===== config.mk =====
export PLATFORM = sky130hd
export DESIGN_NAME = keccak_round_ctrl_flat
export DESIGN_NICKNAME = d
export VERILOG_FILES = /design/src/rtl/enc_ctrl_pkg.sv /design/src/rtl/keccak_round_ctrl_if.sv /design/src/rtl/enc_round_counter.sv /design/src/rtl/keccak_round_ctrl.sv /design/src/flat_wrapper.sv
export SDC_FILE = /design/constraint.sdc
export NUM_CORES = 1
export LEC_CHECK = 0
export ABC_AREA = 1
export CORE_ASPECT_RATIO = 0.75
export CORE_UTILIZATION = 25
export DETAILED_ROUTE_END_ITERATION = 10
export GPL_TIMING_DRIVEN = 0
export PLACE_DENSITY = 0.46
export SLEW_MARGIN = 10
export SYNTH_ARGS = -nofsm -noshare
export SYNTH_HDL_FRONTEND = slang
export SYNTH_SLANG_ARGS = --single-unit

===== constraint.sdc =====
create_clock -name clk -period 1.63 [get_ports clk]
set_input_delay 0.163 -clock clk [delete_from_list [all_inputs] [get_ports clk]]
set_output_delay 0.163 -clock clk [all_outputs]
set_load 0.1 [all_outputs]

===== src/rtl/enc_ctrl_pkg.sv =====
// Shared encoding for the Keccak round sequencer: FSM states, step bit positions, round count.
package enc_ctrl_pkg;

  localparam int NUM_STEPS      = 5;
  localparam int NUM_ROUNDS_DEF = 24;

  localparam int STEP_COLP  = 0;
  localparam int STEP_ROT   = 1;
  localparam int STEP_PERM  = 2;
  localparam int STEP_REVAL = 3;
  localparam int STEP_ADDRC = 4;

  typedef enum logic [3:0] {
    IDLE,
    LOAD,
    S_COLP,
    S_ROT,
    S_PERM,
    S_REVAL,
    S_ADDRC,
    WRITE,
    DONE
  } state_t;

  typedef logic [NUM_STEPS-1:0] step_vec_t;

  function automatic step_vec_t step_bit(input int pos);
    return step_vec_t'(1) << pos;
  endfunction

endpackage


===== src/rtl/keccak_round_ctrl_if.sv =====
// Job request and step/writer control bundle between the job source (master) and the sequencer (slave).
interface keccak_round_ctrl_if #(
  parameter int FILE_IDX_W = 10,
  parameter int ROUND_W    = 5
);

  logic                                start;
  logic [FILE_IDX_W-1:0]               num_files;
  logic                                load_en;
  logic [enc_ctrl_pkg::NUM_STEPS-1:0]  step_en;
  logic [ROUND_W-1:0]                  round_idx;
  logic [FILE_IDX_W-1:0]               file_index;
  logic                                out_write;
  logic [enc_ctrl_pkg::NUM_STEPS-1:0]  dump_wr;
  logic                                busy;
  logic                                done;

  modport master (
    output start, num_files,
    input  load_en, step_en, round_idx, file_index, out_write, dump_wr, busy, done
  );

  modport slave (
    input  start, num_files,
    output load_en, step_en, round_idx, file_index, out_write, dump_wr, busy, done
  );

endinterface


===== src/rtl/enc_round_counter.sv =====
// Round counter with clear, saturating increment and a last-round flag.
// Count updates on the edge after clr/inc; last is decoded from the count.
module enc_round_counter #(
  parameter int NUM_ROUNDS = 24,
  parameter int ROUND_W    = 5
) (
  input  logic               clk,
  input  logic               rst,
  input  logic               clr,
  input  logic               inc,
  output logic [ROUND_W-1:0] cnt,
  output logic               last
);

  assign last = (cnt == ROUND_W'(NUM_ROUNDS - 1));

  // Saturate at the last round so the RC select can never run off the table.
  always_ff @(posedge clk or negedge rst) begin
    if (!rst) begin
      cnt <= '0;
    end else if (clr) begin
      cnt <= '0;
    end else if (inc && !last) begin
      cnt <= cnt + ROUND_W'(1);
    end
  end

endmodule


===== src/rtl/keccak_round_ctrl.sv =====
// Keccak round sequencer: per file LOAD, NUM_ROUNDS x five one-cycle steps, WRITE; done after last file.
// 2 + 5*NUM_ROUNDS cycles per file, all strobes registered; optional step dumps under ENC_STEP_DUMP_EN.
module keccak_round_ctrl
  import enc_ctrl_pkg::*;
#(
  parameter int NUM_ROUNDS = NUM_ROUNDS_DEF,
  parameter int FILE_IDX_W = 10,
  parameter int ROUND_W    = 5
) (
  input  logic                clk,
  input  logic                rst,
  keccak_round_ctrl_if.slave  bus
);

  state_t                state;
  logic [FILE_IDX_W-1:0] num_files_q;
  logic [FILE_IDX_W-1:0] file_index;
  logic                  load_en;
  logic                  out_write;
  logic                  busy;
  logic                  done;
  step_vec_t             step_en;
  step_vec_t             dump_wr;

  logic [ROUND_W-1:0]    round_idx;
  logic                  round_last;
  logic                  round_clr;
  logic                  round_inc;
  logic                  file_last;

  assign file_last = (file_index == num_files_q - FILE_IDX_W'(1));

  // The round counter restarts on every edge that enters LOAD.
  assign round_clr = ((state == IDLE) && bus.start) || ((state == WRITE) && !file_last);
  assign round_inc = (state == S_ADDRC) && !round_last;

  enc_round_counter #(
    .NUM_ROUNDS (NUM_ROUNDS),
    .ROUND_W    (ROUND_W)
  ) u_round (
    .clk  (clk),
    .rst  (rst),
    .clr  (round_clr),
    .inc  (round_inc),
    .cnt  (round_idx),
    .last (round_last)
  );

  always_ff @(posedge clk or negedge rst) begin
    if (!rst) begin
      state       <= IDLE;
      num_files_q <= '0;
      file_index  <= '0;
      load_en     <= 1'b0;
      step_en     <= '0;
      out_write   <= 1'b0;
      busy        <= 1'b0;
      done        <= 1'b0;
    end else begin
      load_en   <= 1'b0;
      step_en   <= '0;
      out_write <= 1'b0;
      done      <= 1'b0;
      unique case (state)
        IDLE: begin
          if (bus.start) begin
            num_files_q <= bus.num_files;
            file_index  <= '0;
            if (bus.num_files != '0) begin
              state   <= LOAD;
              load_en <= 1'b1;
              busy    <= 1'b1;
            end else begin
              state <= DONE;
              done  <= 1'b1;
            end
          end
        end
        LOAD: begin
          state   <= S_COLP;
          step_en <= step_bit(STEP_COLP);
        end
        S_COLP: begin
          state   <= S_ROT;
          step_en <= step_bit(STEP_ROT);
        end
        S_ROT: begin
          state   <= S_PERM;
          step_en <= step_bit(STEP_PERM);
        end
        S_PERM: begin
          state   <= S_REVAL;
          step_en <= step_bit(STEP_REVAL);
        end
        S_REVAL: begin
          state   <= S_ADDRC;
          step_en <= step_bit(STEP_ADDRC);
        end
        S_ADDRC: begin
          if (round_last) begin
            state     <= WRITE;
            out_write <= 1'b1;
          end else begin
            state   <= S_COLP;
            step_en <= step_bit(STEP_COLP);
          end
        end
        WRITE: begin
          if (file_last) begin
            state <= DONE;
            done  <= 1'b1;
            busy  <= 1'b0;
          end else begin
            state      <= LOAD;
            load_en    <= 1'b1;
            file_index <= file_index + FILE_IDX_W'(1);
          end
        end
        DONE: begin
          state <= IDLE;
        end
        default: begin
          state <= IDLE;
        end
      endcase
    end
  end

`ifdef ENC_STEP_DUMP_EN
  // Dump one cycle after the step so each writer sees the state that step produced.
  always_ff @(posedge clk or negedge rst) begin
    if (!rst) begin
      dump_wr <= '0;
    end else begin
      dump_wr <= step_en & {NUM_STEPS{round_idx == '0}};
    end
  end
`else
  assign dump_wr = '0;
`endif

  assign bus.load_en    = load_en;
  assign bus.step_en    = step_en;
  assign bus.round_idx  = round_idx;
  assign bus.file_index = file_index;
  assign bus.out_write  = out_write;
  assign bus.dump_wr    = dump_wr;
  assign bus.busy       = busy;
  assign bus.done       = done;

endmodule


===== src/flat_wrapper.sv =====
// flat-port wrapper written by rule: the top's interface ports become plain ports
module keccak_round_ctrl_flat import enc_ctrl_pkg::*;
#(
  parameter int NUM_ROUNDS = NUM_ROUNDS_DEF,
  parameter int FILE_IDX_W = 10,
  parameter int ROUND_W    = 5
)
  (clk, rst, bus_start, bus_num_files, bus_load_en, bus_step_en, bus_round_idx, bus_file_index, bus_out_write, bus_dump_wr, bus_busy, bus_done);
  keccak_round_ctrl_if #(.FILE_IDX_W(FILE_IDX_W), .ROUND_W(ROUND_W)) bus_i ();
  input  logic clk;
  input  logic rst;
  input wire logic [$bits(bus_i.start)-1:0] bus_start;
  input wire logic [$bits(bus_i.num_files)-1:0] bus_num_files;
  output wire logic [$bits(bus_i.load_en)-1:0] bus_load_en;
  output wire logic [$bits(bus_i.step_en)-1:0] bus_step_en;
  output wire logic [$bits(bus_i.round_idx)-1:0] bus_round_idx;
  output wire logic [$bits(bus_i.file_index)-1:0] bus_file_index;
  output wire logic [$bits(bus_i.out_write)-1:0] bus_out_write;
  output wire logic [$bits(bus_i.dump_wr)-1:0] bus_dump_wr;
  output wire logic [$bits(bus_i.busy)-1:0] bus_busy;
  output wire logic [$bits(bus_i.done)-1:0] bus_done;
  assign bus_i.start = bus_start;
  assign bus_i.num_files = bus_num_files;
  assign bus_load_en = bus_i.load_en;
  assign bus_step_en = bus_i.step_en;
  assign bus_round_idx = bus_i.round_idx;
  assign bus_file_index = bus_i.file_index;
  assign bus_out_write = bus_i.out_write;
  assign bus_dump_wr = bus_i.dump_wr;
  assign bus_busy = bus_i.busy;
  assign bus_done = bus_i.done;
  keccak_round_ctrl #(.NUM_ROUNDS(NUM_ROUNDS), .FILE_IDX_W(FILE_IDX_W), .ROUND_W(ROUND_W)) u_core (.clk(clk), .rst(rst), .bus(bus_i));
endmodule

; After elaboration in Yosys (flattened, before gate mapping)
; Index checks and enable logic that the tools add are counted.
[op_classes]
add_sub_neg = 3
mul = 0
n_div = 0
magnitude_cmp = 0
eq_ne = 13
n_shift = 0
mux = 26
bitwise_logic = 0
reduce_logical = 14
[ops]
columns = operator, count
row1 = 4-bit one-hot mux with 8 select lines, 1
row2 = 5-bit one-hot mux with 6 select lines, 1
row3 = 10-bit two-way mux, 2
row4 = 10-bit one-hot mux with 2 select lines, 1
row5 = "4-bit by 3-bit equality test with 1-bit output, second input constant", 4
row6 = 1-bit two-way mux, 12
row7 = 4-bit two-way mux, 3
row8 = "10-bit by 1-bit adder with 10-bit output, second input constant", 1
row9 = 10-bit equality test, 1
row10 = 5-bit two-way mux, 2
row11 = 10-bit nonzero test, 1
row12 = "10-bit by 1-bit subtractor with 10-bit output, second input constant", 1
row13 = "4-bit by 2-bit equality test with 1-bit output, second input constant", 2
row14 = "2-bit != test, second input constant", 3
row15 = 1-bit one-hot mux with 2 select lines, 3
row16 = "5-bit by 1-bit adder with 5-bit output, second input constant", 1
row17 = "5-bit equality test, second input constant", 1
row18 = "4-bit by 1-bit equality test with 1-bit output, second input constant", 1
row19 = 1-bit logical AND, 4
row20 = 4-bit zero test, 1
row21 = 4-bit AND reduction, 1
row22 = 2-bit nonzero test, 2
row23 = 3-bit two-way mux, 1
row24 = 3-bit AND reduction, 1
row25 = 4 further kinds, 5
[totals]
reg_bits = 38
latchBits = 0
mem_bits_rw = 0
romBits = 0
inputBits = 13
output_inout_bits = 29
wordCells = 65
mem_count = 0

; Longest topological paths before layout
; Gate-level depths: netlist of run 1.
[logic_depth]
word_depth = 6
depth_mapped = 15
mapped_depth_nobuf = 14

; By module
; Synthesis of run 1 repeated with hierarchy kept, for this count alone.
[unflattened]
cells_unflattened = 318
hier_area_um2 = 2288.4
[modules_own_cells]
columns = module, n_inst, cells_per_inst, area_per_inst_um2, seq_area_each_um2
row1 = keccak_round_ctrl, 1, 281, 2001.9, 825.8
row2 = enc_round_counter, 1, 37, 286.5, 125.1

; Worst setup path before layout of run 1
; No wires, ideal clock.
[synth_path]
path_type = register to register
from = reg u_core.file_index[5], in the netlist u_core.bus.file_index[5]
to = reg u_core.file_index[2], in the netlist u_core.bus.file_index[2]
setup_ps = 121
arrival_time_ps = 2137
required_time_ps = 1509
setup_slack_ps = -628
stages_incl_launch_ff = 13
n_path_buf = 2
synth_period_minus_slack_ps = 2258
cell_sequence = dfrtp_1 buf_2 xnor2_1 o21ai_0 nand2_1 nand2_1 nor2_1 nand3_2 nand2_2 nand2_2 buf_6 nand2_1 nand2_1
[synth_via]
elab_chain_len = 3
[synth_lines]
columns = item, line
row1 = start: declaration, keccak_round_ctrl.sv:17  ; logic [FILE_IDX_W-1:0] file_index;
row2 = start signal: assignment, keccak_round_ctrl.sv:116  ; file_index <= file_index + FILE_IDX_W'(1);
row3 = 10-bit equality test, keccak_round_ctrl.sv:31  ; assign file_last = (file_index == num_files_q - FILE_IDX_W'(1));
row4 = 2-bit != test (no line), -
row5 = 3-bit AND reduction (no line), -
; Every way passes these cells.
; A chain may end at the register's enable or synchronous reset.

; Final worst setup path of run 1
[layout_path]
from = reg u_core.num_files_q[1]
to = reg u_core.file_index[4], in the netlist u_core.bus.file_index[4]
[layout_via]
elab_chain_len = 4
[layout_lines]
columns = item, line
row1 = start: declaration, keccak_round_ctrl.sv:16  ; logic [FILE_IDX_W-1:0] num_files_q;
row2 = start signal: assignment, keccak_round_ctrl.sv:67  ; num_files_q <= bus.num_files;
row3 = 10-bit by 1-bit subtractor with 10-bit output, keccak_round_ctrl.sv:31
row4 = 10-bit equality test, keccak_round_ctrl.sv:31
row5 = 2-bit != test (no line), -
row6 = 3-bit AND reduction (no line), -
; Every way passes these cells.

==> flow_summary_export.csv, run 1 <==
group,metric,value,unit
die,die_area,9430,um^2
final_layout,final_cell_mix,"nand2_1 (57), nor2_1 (33), inv_1 (32), dfrtp_1 (22), buf_4 (17)",
timing,tightest_slew,0.955,ns
power_and_ir_drop,p_per_area,1710,nW/um^2
timing,maxSlewHeadroom,36.6,%
clock_tree,cts_max_level,2,
timing,setup_ws,-0.277,ns
global_route,grt_antenna_before_repair,0,
die,core_area,8600,um^2
critical_path,path_max_fanout,5,
synthesis,synth_ff_type,"dfrtp_1",
route,finalWirelength,6510,um
timing,setup-violations-final,20,
route,drtPass1Iterations,7,
critical_path,end_kind,"flop",
die,io_pins,42,
synthesis,synth-edff-count,0,
outcome,status,"complete, but fails checks",
place,dp_hpwl,4660,um
synthesis,synth_top_area_cell,"dfrtp_1",
timing,holdWs,0.309,ns
timing,final-max-slew-violation-count,0,
worst_hold_path,hp-class,"input pin to asynchronous set/reset pin",
global_route,gr-total-overflow,0,
clock_tree,clk_path_buf_depth,2,
synthesis,async_flop_share,100,%
clock_tree,root_buffer,"clkbuf_16",
clock_tree,cts.reportedPaths.clkPinSlew,0.06,ns
route,first_iter_violations,99,
die,dieHeight,84.4,um
final_layout,drive_gt1_share,36.0,%
global_route,grt_pass1_wl,10900,um
route,wl_per_cell,13.5,um
timing,hold_viol_final,0,
synthesis,synth_cells,306,
timing,grt_setup_unrepaired,"yes",
job,drv_cap,0,
route,drc,2,
power_and_ir_drop,p_leak,0.00160,uW
final_layout,fin_area,3480,um^2
power_and_ir_drop,vdd_drop_max,1.00,mV
place,io_buffers,36,
synthesis,ys_ff_latch,38,
clock_tree,cts_sinks,38,
final_layout,diodes,0,
die,die_w,112,um
place,gp_congestion,0.801,
final_layout,final_common_cell,"nand2_1",
global_route,grt_usage,14.9,%
outcome,violations,"DRC, setup timing",
timing,fin_crit_sh,117,%
clock_tree,tritoncts,"built",
global_route,grt_max_degree,28,
clock_tree,numCtsBuffers,5,
synthesis,syn_area_per_cell,7.39,um^2
global_route,grt_pass1_vias,2157,
synthesis,ys_warn_count,0,
route,vias_per_cell,4.47,
route,vias,2157,
synthesis,yosysTopAreaCellShare,42.1,%
synthesis,synth_cell_types,33,
timing,clock-skew-final,0.00403,ns
die,start_util,26.3,%
critical_path,path_class,"flop to flop",
timing,max_freq,524,MHz
final_layout,layout.nets,390,
synthesis,synth_area,2260,um^2
critical_path,cp.arrival,2.08,ns
route,ant_nets,0,
final_layout,seqCellArea,988,um^2
final_layout,multi_input_area,1320,um^2
clock_tree,insertion_delay,0.28,ns
final_layout,synthToLayoutAreaGrowth,54.0,%
final_layout,fill_cells,871,
critical_path,critical_path_required,1.81,ns
critical_path,setup.worst_path.start_class,"flop",
synthesis,synthTopCellsByArea,"dfrtp_1 (42%), nand2_1 (12%), nor2_1 (7.6%)",
timing,layout_min_cycle_time,1.91,ns
die,num_rows,29,
place,placed_cell_area,2860,um^2
synthesis,seq_area_frac_synth,42.1,%
per-stage QoR:
| step | power, uW | setup WS [ns] | utilization, % | TNS, ns | std cells |
|---|---|---|---|---|---|
| after floorplan | 3360 | -0.199 | - | -2.33 | 310 |
| after global placement | 3960 | -0.983 | 33.1 | -39.25 | 454 |
| after detailed placement | 3970 | -0.553 | 33.3 | -9.85 | 455 |
| after CTS | 5930 | -0.227 | 40.2 | -3.74 | 481 |
| after global routing | 6330 | -0.440 | 40.5 | -7.40 | 483 |
| final | 5940 | -0.277 | 40.5 | -4.49 | 483 |
per-layer routing:
layer	share of wire (%)	routed length (um)	up-vias	global-route usage (%)
met5	0	0	-	0
met4	0.86	56	0	3.69
met3	3.7	244	4	3.10
met2	43	2830	33	22.9
met1	52	3380	1027	21.3
li1	-	-	1093	-
what timing repair did:
action,in CTS,in global routing
gates cloned,2,0
pin swaps,13,5
endpoints found under the hold margin,11,0
setup endpoints to repair,49,37
setup buffers,16,2
hold buffers,1,0
resized for setup,118,22
power breakdown:
part	switching, uW	internal, uW	leakage [uW]	total (uW)
clock network	413	880	0.0000940	1290
logic	2030	1100	0.00104	3130
registers	286	1230	0.000461	1510
synth_stat cells (all sizes together) (4+ instances only):
master / number
clkbuf: 4
nor2: 53
buf: 9
xnor2: 5
o21ai: 8
a21oi: 10
dfrtp: 38
nand2: 76
inv: 36
nand4: 9
xor2: 11
nand3: 23
cell type report:
class	count	share of cell area, %
inverters	37	3.99
plain buffers	13	3.16
repair buffers	57	17.2
well taps	108	3.88
clock inverters	3	1.98
clock buffers	5	3.59
multi-input cells	222	37.8
flip-flops and latches	38	28.4
final timing paths:
path,startpoint,to,slack [ns],cells after the start
max,u_core.num_files_q[1]$_DFFE_PN0P_,u_core.bus.file_index[4]$_DFFE_PN0P_,-0.28,14
min,rst,u_core.bus.file_index[6]$_DFFE_PN0P_,0.31,2
max reg2reg,u_core.num_files_q[1]$_DFFE_PN0P_,u_core.bus.file_index[4]$_DFFE_PN0P_,-0.28,14
min reg2reg,u_core.state[3]$_DFFE_PN0P_,u_core.state[1]$_DFFE_PN0P_,0.48,1
max in group asynchronous,rst,u_core.bus.file_index[0]$_DFFE_PN0P_,0.85,3
min in group clk,u_core.state[3]$_DFFE_PN0P_,u_core.state[1]$_DFFE_PN0P_,0.48,1
kinds of logic (layout without fill, tap and decap cells):
group / after synthesis / after routing / synth area share, %
other cells: 1 / 5 / 0.166
buf+inv: 50 / 115 / 9.74
simple gates: 174 / 174 / 34.3
fa+ha+maj: 3 / 3 / 1.66
compound gates: 24 / 24 / 5.92
xor+xnor: 16 / 16 / 6.20
flops: 38 / 38 / 42.1
worst max-delay path, cell delays in order (launching register included):
cell,delay [ns]
dfrtp_1,0.40
inv_2,0.09
ha_4,0.18
nand2_4,0.09
nand2_2,0.07
nand3_2,0.08
nand2_1,0.08
nand2_1,0.06
nor2_2,0.13
nand3_2,0.13
nand2_4,0.15
nand2_8,0.09
buf_8,0.15
nand2_1,0.05
nand2_1,0.04
registers in the layout (all words and copies together), names as in the netlist:
register,cells
u_core.bus.busy,1
u_core.bus.step_en,5
u_core.state,4
u_core.bus.out_write,1
u_core.bus.done,1
u_core.num_files_q,10
u_core.bus.file_index,10
u_core.u_round.cnt,5
u_core.bus.load_en,1
Note: power is estimated with default switching activity, not from simulation.
==> run 2, diff against run 1 <==
- ABC_AREA: 1 -> unset
- CTS_CLUSTER_SIZE: unset -> 28
==> flow_summary_export.csv, run 2 <==
group,metric,value,unit
timing,setup_ws,-0.634,ns
clock_tree,cts.reportedPaths.clkPinSlew,0.06,ns
power_and_ir_drop,vdd_drop_max,0.877,mV
final_layout,layout.nets,307,
synthesis,synthTopCellsByArea,"dfrtp_1 (45%), nand2_1 (8.3%), nor2_1 (3.7%)",
timing,clock-skew-final,0.00578,ns
timing,setup_tns,-11.37,ns
route,drc,0,
critical_path,end_kind,"flop",
route,finalWirelength,5780,um
route,drtPass1Iterations,4,
die,start_util,26.4,%
place,dp_hpwl,4040,um
final_layout,fin_util,39.7,%
final_layout,final_cell_mix,"nand2_1 (44), dfrtp_1 (21), clkdlybuf4s15_2 (16), nor2_1 (15), dfrtp_2 (14)",
synthesis,synth_area,2120,um^2
timing,grt_setup_unrepaired,"yes",
place,place_ws,-0.872,ns
critical_path,setup.worst_path.start_class,"flop",
synthesis,synth_cell_types,53,
timing,setup-violations-final,20,
synthesis,ys_ff_latch,38,
timing,fin_crit_sh,139,%
job,drv_cap,0,
clock_tree,cts_sinks,38,
final_layout,reg_top3,"u_core.bus.file_index x10, u_core.num_files_q x10",
route,vias,1872,
power_and_ir_drop,power,5890,uW
global_route,grt_pass1_vias,1724,
clock_tree,insertion_delay,0.28,ns
synthesis,ys_warn_count,0,
global_route,grt_max_degree,27,
global_route,grt_antenna_before_repair,0,
clock_tree,tritoncts,"built",
final_layout,drive_gt1_share,33.6,%
final_layout,final_common_cell,"nand2_1",
power_and_ir_drop,p_per_area,1840,nW/um^2
timing,layout_min_cycle_time,2.26,ns
synthesis,yosysTopAreaCellShare,44.8,%
synthesis,synth_cells,232,
clock_tree,clk_path_buf_depth,2,
synthesis,seq_area_frac_synth,44.8,%
final_layout,diodes,0,
critical_path,critical_path_required,1.84,ns
route,first_iter_violations,55,
die,die_w,108,um
die,dieHeight,81.8,um
global_route,grt_usage,13.5,%
timing,maxSlewHeadroom,36.4,%
critical_path,path_max_fanout,5,
critical_path,cp.arrival,2.48,ns
die,die_area,8870,um^2
power_and_ir_drop,p_leak,0.00132,uW
clock_tree,root_buffer,"clkbuf_16",
timing,tightest_slew,0.958,ns
die,num_rows,28,
synthesis,synth_top_area_cell,"dfrtp_1",
worst_hold_path,hp-class,"input pin to asynchronous set/reset pin",
die,io_pins,42,
synthesis,synth-edff-count,0,
final_layout,fill_cells,815,
die,core_area,8060,um^2
clock_tree,cts_max_level,2,
route,ant_nets,0,
place,dp.cells,378,
outcome,status,"complete, but fails checks",
route,wl_per_cell,14.6,um
place,io_buffers,36,
clock_tree,numCtsBuffers,5,
final_layout,synthToLayoutAreaGrowth,50.5,%
synthesis,async_flop_share,100,%
outcome,violations,"setup timing",
final_layout,final_cells,397,
synthesis,synth_ff_type,"dfrtp_1",
synthesis,synth.most_common_cell,"nand2_1",
route,vias_per_cell,4.72,
timing,max_freq,442,MHz
timing,final-max-slew-violation-count,0,
place,gp_congestion,0.765,
critical_path,path_class,"flop to flop",
global_route,grt_pass1_wl,9080,um
global_route,gr-total-overflow,0,
synthesis,syn_area_per_cell,9.16,um^2
synthesis,synthTopCellsByCount,"nand2_1 (47), dfrtp_1 (38), nor2_1 (21)",
timing,hold_viol_final,0,
-- run 2: cell count changes in the layout (fill, tap and decap cells not counted), moves of 5 or more --
| cell | before | now |
|---|---|---|
| dfrtp_2 | 9 | 14 |
| nand3_2 | 7 | 1 |
| nor2_2 | 13 | 3 |
| nand2_1 | 57 | 44 |
| nor2_1 | 33 | 15 |
| nand4_1 | 9 | 4 |
| nand2_2 | 15 | 2 |
| nand3_1 | 16 | 5 |
| buf_4 | 17 | 12 |
| inv_1 | 32 | 5 |
-- run 2: through the flow --
stage               cell area, um^2  hold WS, ns
floorplan                      2230       -0.133
global placement               2720        0.514
detailed placement             2740       0.0913
CTS                            3080        0.334
global route                   3200        0.368
finish                         3200        0.324
-- run 2: cell families (layout without fill, tap and decap cells) --
logic type / after synthesis / after routing / synth area share, %
and+or+nand+nor: 114 / 114 / 27.1
AOI/OAI and AO/OA: 39 / 39 / 14.3
DFF: 38 / 38 / 44.8
buffers and inverters: 21 / 77 / 5.07
xor gates and xnor gates: 12 / 12 / 4.95
muxes: 4 / 4 / 1.88
adders and majority gates: 3 / 3 / 1.77
other: 1 / 5 / 0.177
-- run 2: cell type report --
type | count | area, um^2 | share of cell area [%]
buffer | 12 | 85.1 | 2.66
clock inverter | 2 | 60.1 | 1.88
tap | 105 | 131 | 4.11
sequential | 38 | 980 | 30.6
timing repair buffer | 52 | 527 | 16.5
inverter | 5 | 18.8 | 0.587
multi-input combinational | 177 | 1260 | 39.3
clock buffer | 6 | 139 | 4.34
-- run 2: layer usage --
layer	routed length, um	global-route usage, %	vias up	share of wire [%]
li1	-	-	939	-
met1	3140	20.8	894	54
met2	2380	18.9	33	41
met3	200	2.30	6	3.5
met4	70	4.05	0	1.2
met5	0	0	-	0
-- run 2: timing repair --
action / in CTS / in global routing
cloned: 1 / 0
pin swaps: 8 / 7
gates resized for setup: 77 / 34
hold buffers: 1 / 0
setup endpoints to repair: 54 / 36
setup buffers: 9 / 4
endpoints found under the hold margin: 12 / 0
-- run 2: final timing paths --
kind                                                 startpoint                              endpoint  slack (ns)  depth (start not counted)
min in group clk                               bus_num_files[8]     u_core.num_files_q[8]$_DFFE_PN0P_        0.44                          3
min reg2reg                u_core.bus.file_index[4]$_DFFE_PN0P_  u_core.bus.file_index[4]$_DFFE_PN0P_        0.53                          1
min                                                         rst             u_core.bus.done$_DFF_PN0_        0.32                          2
max                        u_core.bus.file_index[9]$_DFFE_PN0P_  u_core.bus.file_index[9]$_DFFE_PN0P_       -0.63                          7
max in group asynchronous                                   rst  u_core.bus.file_index[5]$_DFFE_PN0P_        0.84                          3
max reg2reg                u_core.bus.file_index[9]$_DFFE_PN0P_  u_core.bus.file_index[9]$_DFFE_PN0P_       -0.63                          7
-- run 2: critical path, cell delays in order (launching register included) --
cell      delay (ns)
dfrtp_4         0.51
xnor2_4         0.17
and4b_1         0.21
a311o_1         0.36
o22ai_4         0.27
o311ai_4        0.17
or4_1           0.43
nand2_1         0.08
-- run 2: power by group --
| group | internal, uW | leakage [uW] | total, uW | switching [uW] |
|---|---|---|---|---|
| registers | 1220 | 0.000472 | 1590 | 378 |
| logic | 1070 | 0.000752 | 2990 | 1920 |
| clock network | 919 | 0.0000971 | 1310 | 390 |
==> RTL change, RTL diff (flow settings as in run 2) <==
Encoding of `state_t`: now one-hot (9 bits for 9 states).
--- a/src/rtl/enc_ctrl_pkg.sv
+++ b/src/rtl/enc_ctrl_pkg.sv
@@ -10,16 +10,16 @@
   localparam int STEP_REVAL = 3;
   localparam int STEP_ADDRC = 4;
 
-  typedef enum logic [3:0] {
-    IDLE,
-    LOAD,
-    S_COLP,
-    S_ROT,
-    S_PERM,
-    S_REVAL,
-    S_ADDRC,
-    WRITE,
-    DONE
+  typedef enum logic [8:0] {
+    IDLE    = 9'b000000001,
+    LOAD    = 9'b000000010,
+    S_COLP  = 9'b000000100,
+    S_ROT   = 9'b000001000,
+    S_PERM  = 9'b000010000,
+    S_REVAL = 9'b000100000,
+    S_ADDRC = 9'b001000000,
+    WRITE   = 9'b010000000,
+    DONE    = 9'b100000000
   } state_t;
 
   typedef logic [NUM_STEPS-1:0] step_vec_t;
Behaviour: no difference found for any inputs over 10 cycles, from zero or initial values and one cycle with rst low; not proved beyond that.
==> RTL change against run 2 <==
  * The flow still finishes with violations (negative setup slack)
  * Final area rose by 23%
  * Clock power fell by 22%
  * Power fell by 6.8%
  * Synthesized area rose by 15%
  * Global-route usage rose by 0.37 points
  * Sequential cell count rose by 5
  * Non-clock buffer count rose by 29
  * Hold slack got worse by 0.015 ns
  * Worst setup slack improved by 0.055 ns
  * Clock skew rose by 0.0014 ns
  * Synthesized cell count rose by 10%
  * Critical path depth did not move
  * Core utilization rose by 2.7 points
  * Routed wire length rose by 19%
  * Largest power group unchanged
==> RTL change: results (changes against run 2) <==
- Ranked by total cell area, the synthesized netlist is headed by dfrtp_1, nand2_1, mux2i_1.
- The met3 track demand over resource came to 2.491% (+0.19 points).
- The post-synthesis xor/xnor area fraction is 6.425% (+1.5 points).
- The normalized max-slew margin came to 36.95% (+0.59 points).
- The final weighted congestion of routability-driven global placement is 0.7458 (-2.5%).
- The leakage dissipation is 1.632 nW (+24%).
- The per-cell via count in the routed design was 4.542 (-3.7%).
- The combinational power share is 52.6% (+1.9 points).
- The wire length per cell came to 14.52 um (-0.31%).
- The final-report setup violation count was 39 (+95%).
- The routed length on met3 is 212 um (+6.0%).
- The placed cell count is 425 (+12%).
- The worst register-to-register path begins at u_core.state[6]$_DFFE_PN0P_.
- The half-perimeter wire length after placement is 4.503 mm (+12%).
- The post-synthesis instance total is 256 (+10%).
- The adder-cell area share of the yosys netlist is 1.530% (-0.24 points).
- The area after detailed placement was 3177 um2 (+16%).
- The flow ran to the end, but the final reports show violations.
- The highest cell delay on the worst timing path is 0.55 ns (+0.04 ns).
- The final hold slack is 0.3089 ns (-0.01491 ns).
- The post-route clock skew is 0.007178 ns (+0.001402 ns).
- The net total in the final layout came to 359 (+17%).
- The largest fanout on the critical path was 8 (+3).
- The number of global-route vias before repair is 1970 (+14%).
- The peak supply drop is 0.7780 mV (-11%).
- The multiplexer area fraction after synthesis is 4.488% (+2.6 points).
- The final instance count without filler cells came to 472 (+19%).
- The post-layout worst setup margin came to -0.5784 ns (+0.05535 ns).
- The distinct cell type count of the synthesized netlist is 57 (+7.5%).
- The worst slack at placement is -1.074 ns (-0.2019 ns).
- The checks that failed: negative setup slack.
- The wire length of the first global-routing pass was 10.62 mm (+17%).
- The critical path's slowest cell is or4_4.
- The timing endpoint of the critical path is u_core.bus.file_index[6]$_DFFE_PN0P_.
- The met2 capacity usage during global routing was 18.99% (+0.065 points).
- The total track usage is 13.91% (+0.37 points).
- The DRC marker count from the first detailed-route iteration is 47 (-15%).
==> RTL change: changes by cell type in the layout (fill, tap and decap cells not counted), sizes merged, moves of 5 or more <==
cell / change
buf: +30
nor3: +7
and3: +6
nor2: -8
o31ai: -5
mux2i: +7
==> RTL change: what timing repair did <==
item | CTS | global route
pin swaps | 14 | 21
hold buffers | 1 | 0
buffers inserted | 24 | 18
resized for setup | 91 | 43
hold endpoints to repair | 11 | 0
gates cloned | 4 | 0
setup endpoints to repair | 63 | 46
==> RTL change: layout make-up <==
| cell class | count | area, um2 |
|---|---|---|
| fillers | 919 | 5341 |
| multi-input cells | 192 | 1569 |
| flip-flops and latches | 43 | 1112 |
| repair buffers | 83 | 807.0 |
| well taps | 128 | 160.2 |
| clock buffers | 7 | 142.6 |
| plain buffers | 10 | 101.3 |
| inverters | 8 | 32.53 |
| clock inverters | 1 | 5.005 |
